$ cat config.mk
export PLATFORM = sky130hd
export DESIGN_NAME = uart_tx_word_sequencer
export DESIGN_NICKNAME = d
export VERILOG_FILES = /design/src/rtl/uart_tx_word_sequencer.sv
export SDC_FILE = /design/constraint.sdc
export NUM_CORES = 1
export LEC_CHECK = 0
export CORE_MARGIN = 5
export CORE_UTILIZATION = 50
export DETAILED_ROUTE_END_ITERATION = 10
export PLACE_DENSITY_LB_ADDON = 0.12
export SLEW_MARGIN = 20
export SYNTH_ARGS = -nofsm -noshare
export SYNTH_HDL_FRONTEND = slang
export SYNTH_SLANG_ARGS = --single-unit
$ cat constraint.sdc
create_clock -name clk -period 5.4 [get_ports clk]
set_input_delay 1.62 -clock clk [delete_from_list [all_inputs] [get_ports clk]]
set_output_delay 1.62 -clock clk [all_outputs]
set_load 0.01 [all_outputs]
$ cat src/rtl/uart_tx_word_sequencer.sv
// uart_tx_word_sequencer
// Queues byte/word transmit requests from the MMIO mapper and feeds them to
// the UART transmitter one byte at a time, LSB first. Each byte waits until
// the transmitter is idle, then waits for its completion pulse.
`timescale 1ns/1ps

module uart_tx_word_sequencer #(
  parameter int DEPTH   = 4,
  parameter int LEVEL_W = $clog2(DEPTH) + 1
) (
  input  logic               clk,
  input  logic               rst,
  input  logic               in_wr_en,
  input  logic [31:0]        in_wr_data,
  input  logic               in_wr_word,
  input  logic               in_clr_overflow,
  input  logic               in_tx_active,
  input  logic               in_tx_done,
  output logic               out_send_data_en,
  output logic [7:0]         out_data,
  output logic               out_full,
  output logic               out_empty,
  output logic [LEVEL_W-1:0] out_level,
  output logic               out_busy,
  output logic               out_overflow
);

  localparam int PTR_W = (DEPTH > 1) ? $clog2(DEPTH) : 1;

  typedef enum logic [1:0] {
    ST_IDLE      = 2'd0,
    ST_SEND      = 2'd1,
    ST_WAIT_DONE = 2'd2
  } state_e;

  // FIFO storage: each entry is {word_flag, data}
  logic [32:0]        mem_q [DEPTH];
  logic [PTR_W-1:0]   wr_ptr_q;
  logic [PTR_W-1:0]   rd_ptr_q;
  logic [LEVEL_W-1:0] level_q;
  logic               overflow_q;

  // Sequencer state and datapath
  state_e             state_q, state_d;
  logic [31:0]        shift_q, shift_d;
  logic [2:0]         remain_q, remain_d;
  logic [7:0]         data_q, data_d;

  // Combinational controls
  logic               full_s;
  logic               empty_s;
  logic               push_s;
  logic               drop_s;
  logic               pop_s;
  logic               send_s;
  logic [32:0]        rd_entry_s;

  assign full_s     = (level_q == LEVEL_W'(DEPTH));
  assign empty_s    = (level_q == LEVEL_W'(0));
  // Full is judged on the registered level, so a write while full is dropped
  // even if the sequencer pops in the same cycle.
  assign push_s     = in_wr_en & ~full_s;
  assign drop_s     = in_wr_en & full_s;
  assign rd_entry_s = mem_q[rd_ptr_q];

  // FIFO storage write; contents need no reset since pointers define validity
  always_ff @(posedge clk) begin
    if (push_s) begin
      mem_q[wr_ptr_q] <= {in_wr_word, in_wr_data};
    end
  end

  // FIFO pointers and occupancy count; reset flushes all queued requests
  always_ff @(posedge clk) begin
    if (rst) begin
      wr_ptr_q <= PTR_W'(0);
      rd_ptr_q <= PTR_W'(0);
      level_q  <= LEVEL_W'(0);
    end else begin
      if (push_s) begin
        wr_ptr_q <= wr_ptr_q + PTR_W'(1);
      end
      if (pop_s) begin
        rd_ptr_q <= rd_ptr_q + PTR_W'(1);
      end
      case ({push_s, pop_s})
        2'b10:   level_q <= level_q + LEVEL_W'(1);
        2'b01:   level_q <= level_q - LEVEL_W'(1);
        default: level_q <= level_q;
      endcase
    end
  end

  // Sticky overflow flag; a dropped write outranks a simultaneous clear
  always_ff @(posedge clk) begin
    if (rst) begin
      overflow_q <= 1'b0;
    end else if (drop_s) begin
      overflow_q <= 1'b1;
    end else if (in_clr_overflow) begin
      overflow_q <= 1'b0;
    end
  end

  // Sequencer state register and byte datapath
  always_ff @(posedge clk) begin
    if (rst) begin
      state_q  <= ST_IDLE;
      shift_q  <= 32'd0;
      remain_q <= 3'd0;
      data_q   <= 8'd0;
    end else begin
      state_q  <= state_d;
      shift_q  <= shift_d;
      remain_q <= remain_d;
      data_q   <= data_d;
    end
  end

  // Next-state logic: pop in IDLE, strobe when transmitter idle, advance on done
  always_comb begin
    state_d  = state_q;
    shift_d  = shift_q;
    remain_d = remain_q;
    data_d   = data_q;
    pop_s    = 1'b0;
    send_s   = 1'b0;
    case (state_q)
      ST_IDLE: begin
        if (!empty_s) begin
          pop_s    = 1'b1;
          shift_d  = rd_entry_s[31:0];
          remain_d = rd_entry_s[32] ? 3'd4 : 3'd1;
          data_d   = rd_entry_s[7:0];
          state_d  = ST_SEND;
        end else begin
          state_d  = ST_IDLE;
        end
      end
      ST_SEND: begin
        if (!in_tx_active) begin
          send_s  = 1'b1;
          state_d = ST_WAIT_DONE;
        end else begin
          state_d = ST_SEND;
        end
      end
      ST_WAIT_DONE: begin
        if (in_tx_done) begin
          shift_d  = {8'd0, shift_q[31:8]};
          remain_d = remain_q - 3'd1;
          if (remain_q != 3'd1) begin
            // Next byte is presented while in SEND; last byte stays visible in IDLE
            data_d  = shift_q[15:8];
            state_d = ST_SEND;
          end else begin
            state_d = ST_IDLE;
          end
        end else begin
          state_d = ST_WAIT_DONE;
        end
      end
      default: begin
        state_d = ST_IDLE;
      end
    endcase
  end

  // The strobe must appear in the very cycle the transmitter is seen idle
  assign out_send_data_en = send_s;
  assign out_data         = data_q;
  assign out_full         = full_s;
  assign out_empty        = empty_s;
  assign out_level        = level_q;
  assign out_busy         = (state_q != ST_IDLE);
  assign out_overflow     = overflow_q;

endmodule
* Word-level counts from Yosys, hierarchy flattened
Memories as Yosys holds them, arrays and structs flattened. A register that Yosys moved wholly into a read port is not among the register bits. Index checks and enable logic that the tools add are counted. Widths: inputs -> output; s select.
Storage, ports and cells: input port bits 39, register bits after elaboration 53, RAM bits 132, latch bits 0, memory bits (read-only) 0, memories 1
Memory list:
- mem_q | words 4, width 33, rd ports 1, clocked after Yosys merged registers in 1, wr ports 1, RTL line 37 | logic [32:0] mem_q [DEPTH];
Cells by class: $add $sub $neg 5, multipliers 0, $lt $le $gt $ge 0, muxes and demuxes 27, shift operators 0, divide/modulo/power cells 0, bitwise gates (word level) 3, equal/unequal tests 9, reduce and logical (&&, ||, !) cells 8
Operators by type and width (count):
- $mux 32 | 2
- $pmux 32 s2 | 1
- $mux 8 | 3
- $pmux 8 s2 | 1
- $pmux 3 s2 | 2
- $mux 1 | 10
- $mux 3 | 3
- $mux 2 | 4
- $reduce_bool 2->1 | 4
- $ne 2x2->1 const B | 3
- $pmux 2 s3 | 1
- $sub 3x1->3 const B | 2
- $add 2x1->2 const B | 2
- $eq 2x1->1 const B | 2
- $eq 2x2->1 const B | 2
- $reduce_and 4->1 | 1
- $add 3x1->3 const B | 1
- $eq 3x3->1 const B | 1
- $logic_not 3->1 | 1
- $ne 3x1->1 const B | 1
- $reduce_and 3->1 | 1
- $and 1x1->1 | 2
- $logic_not 2->1 | 1
- $not 1->1 | 1

* Longest topological paths before layout
depth after elaboration 5, gate-level depth with buffers 11, mapped depth without buffers 10

* Least setup slack after synthesis
No wires, ideal clock.
path kind input-to-output, from in in_tx_active, to out out_send_data_en, cell stages on the path 1, path buffers 0, setup slack 1.800 ns, required time 3.780 ns, data arrival time 1.980 ns, cells stage by stage nor3b_1
Between the ends: cells in the longest elaborated chain, start to end 2
Ends and longest elaborated chain:
- start: declaration | RTL line 17 | input logic in_tx_active,
- $mux 1 | RTL line 141 | if (!in_tx_active) begin
- $mux 1 | RTL line 128 | case (state_q)
- end: declaration | RTL line 19 | output logic out_send_data_en,
Every way passes these cells.

* Final worst setup path
Same ends and word-level chain as after synthesis.

==> impl_metrics.env <==
export IMPL_critPathArrivalTime_ns=2.89
export IMPL_syn2layout_area_growth_pct=18.4
export IMPL_nNetsFinal=546
export IMPL_cp_end_kind="output port"
export IMPL_fin_tns_setup_ns=0
export IMPL_dieArea_um2=16600
export IMPL_grt_pass1_vias=4059
export IMPL_gp_congestion=0.773
export IMPL_routedWlPerCell_um=19.9
export IMPL_antenna_found_initial=0
export IMPL_hold_class="reg -> reg"
export IMPL_ys_flop_type="edfxtp_1"
export IMPL_grt_usage_pct=17.6
export IMPL_synthArstFlopShare_pct=0
export IMPL_synth_distinct_cells=39
export IMPL_fin_crit_sh_pct=83.6
export IMPL_max_slew_worst_pin_slew_ns=0.990
export IMPL_core_um2=13800
export IMPL_grt_ovfl_total=0
export IMPL_first_pass_iters=7
export IMPL_relSlewSlack_pct=34.0
export IMPL_worstPathCellList="clkdlybuf4s50_1 -> nor3b_1 -> clkdlybuf4s50_1"
export IMPL_seq_area_frac_synth_pct=69.6
export IMPL_cts_sinks=179
export IMPL_crit_type="in -> out"
export IMPL_postSynthCellCount=453
export IMPL_rsz0062_at_grt="false"
export IMPL_grt_max_degree=47
export IMPL_antenna_left=0
export IMPL_clk_latency_ns=0.42
export IMPL_holdWs_ns=0.470
export IMPL_crit_path_max_incr_delay_ns=0.59
export IMPL_io_buffers=54
export IMPL_yosysMostFrequentCell="edfxtp_1"
export IMPL_path_clk_slew_ns=0.06
export IMPL_period_needed_ns=4.51
export IMPL_dieHeight_um=129
export IMPL_dp_hpwl_mm=8.23
export IMPL_cts_buffer_depth=2
export IMPL_grt_pass1_wl_mm=22.1
export IMPL_initial_core_util_pct=51.0
export IMPL_synth_top_area_cell="edfxtp_1"
export IMPL_cp_slowest_cell="clkdlybuf4s50_1"
export IMPL_fin_skew_ns=0.00714
export IMPL_leakage_nw=2.75
export IMPL_dp_slack_ns=0.907
export IMPL_cts_setup_buffers=0
export IMPL_drt_iter0_drc=358
export IMPL_synth_area_um2=7050
export IMPL_peakVddDrop_mv=0.315
export IMPL_fin_ws_ns=0.887
export IMPL_synthTopCellsByArea="edfxtp_1 (56%), dfxtp_1 (13%), mux4_2 (11%)"
export IMPL_io_pins=55
export IMPL_cts_htree_levels=4
export IMPL_drive_gt1_share_pct=15.0
export IMPL_synth_avg_cell_area_um2=15.6
export IMPL_numCtsBuffers=17
export IMPL_synth_warnings=0
export IMPL_synth_edf_count=132
export IMPL_area_sequential_um2=4910
export IMPL_antenna_cells=0
export IMPL_root_buffer="clkbuf_16"
export IMPL_wirelength_mm=13.8
export IMPL_fillCellCount=1038
export IMPL_p_per_area_nw_per_um2=515
export IMPL_vias_per_cell=5.86
export IMPL_status="finished clean"
export IMPL_drc=0
export IMPL_cts_resized=0
export IMPL_num_rows=43
export IMPL_synth_common_cells="edfxtp_1 (132), nand2_1 (48), dfxtp_1 (47)"
export IMPL_crit_top_cell="clkdlybuf4s50_1"
export IMPL_multiInputGateArea_um2=1930
export IMPL_fp_dieW_um=129
export IMPL_hold_viol_final=0
export IMPL_max_freq_mhz=222
export IMPL_slew_violations=0
export IMPL_worst_path_max_fanout=2
export IMPL_postSynthRegisterBits=179
export IMPL_yosysTopAreaCellShare_pct=56.2
export IMPL_drv_cap=0
export IMPL_cts_tree="built"
export IMPL_finalSetupViolations=0
export IMPL_fin_util_pct=60.4
export IMPL_synth_net_count=500
export IMPL_cp_start_kind="input pin"
export IMPL_cts_hold_buffers=0
export IMPL_vias=4057
export IMPL_crit_required_ns=3.78
-- placed cells by master (no fill, tap or decap), types with 7 or more instances in the layout --
cell and instances:
edfxtp_1 132, o31ai_1 11, a21oi_1 19, inv_1 14, nor2_1 8, dfxtp_1 46
nand3_1 13, buf_4 10, a311oi_1 23, ha_1 7, a31oi_1 18, clkdlybuf4s50_1 54
clkbuf_16 17, a41oi_1 8, mux4_2 33, nand2_1 48
-- cell families (layout without fill, tap and decap cells) --
kind of cell / after synthesis / in the layout / synth area share, %
DFF: 179 / 179 / 69.6
and+or+nand+nor: 93 / 93 / 6.28
AOI/OAI and AO/OA: 86 / 86 / 8.70
buffers and inverters: 52 / 111 / 3.12
muxes: 33 / 33 / 10.5
adders and majority gates: 8 / 8 / 1.53
xor gates and xnor gates: 2 / 2 / 0.249
-- area by class of cell --
class                           instances  area share (%)
Tap cell                              180            2.70
Timing Repair Buffer                   64            7.37
Clock inverter                          8            1.48
Sequential cell                       179            58.8
Inverter                               15           0.674
Multi-Input combinational cell        222            23.1
Clock buffer                           24            5.89
-- flip-flops by register name, summed over array words and instances, names as in the netlist, 2 cells and up, named ones only --
| register | cells |
|---|---|
| mem_q | 132 |
| out_data | 8 |
| out_level | 3 |
| rd_ptr_q | 2 |
| remain_q | 3 |
| shift_q | 24 |
| state_q | 2 |
| wr_ptr_q | 2 |
-- power by group --
part           switching (W)  internal (W)
Clock               0.000481      0.000777
Sequential          0.000114       0.00169
Combinational       0.000678      0.000561
Total                0.00127       0.00303
-- worst max-delay path, delay by kind of cell --
family / cells / cell delay (ns)
buffers and inverters: 2 / 1.02
AND/OR/NAND/NOR: 1 / 0.25
-- path summary, 6_finish.rpt --
path	slack, ns	cells after the start	startpoint	end
max	0.89	3	in_tx_active	out_send_data_en
min	0.47	2	shift_q[24]	shift_q[24]
max reg2reg	2.54	9	state_q[0]	out_level[2]
min reg2reg	0.47	2	shift_q[24]	shift_q[24]
-- per-layer routing --
layer / vias up / global-route usage [%] / wire length, µm
met2: 124 / 27.8 / 6550
li1: 1888 / - / -
met1: 2026 / 24.6 / 6190
met5: - / 0 / 0
met4: 0 / 6.11 / 248
met3: 19 / 3.65 / 789
-- through the flow --
| step | power [W] | area (µm²) | cells |
|---|---|---|---|
| 2_1_floorplan | 0.00271 | 7050 | 453 |
| 3_3_place_gp | 0.00305 | 7730 | 660 |
| 3_5_place_dp | 0.00308 | 7730 | 660 |
| 4_1_cts | 0.00433 | 8350 | 692 |
| 5_1_grt | 0.00453 | 8350 | 692 |
| 6_report | 0.00430 | 8350 | 692 |
No activity file was read; power rests on OpenSTA's default activity.
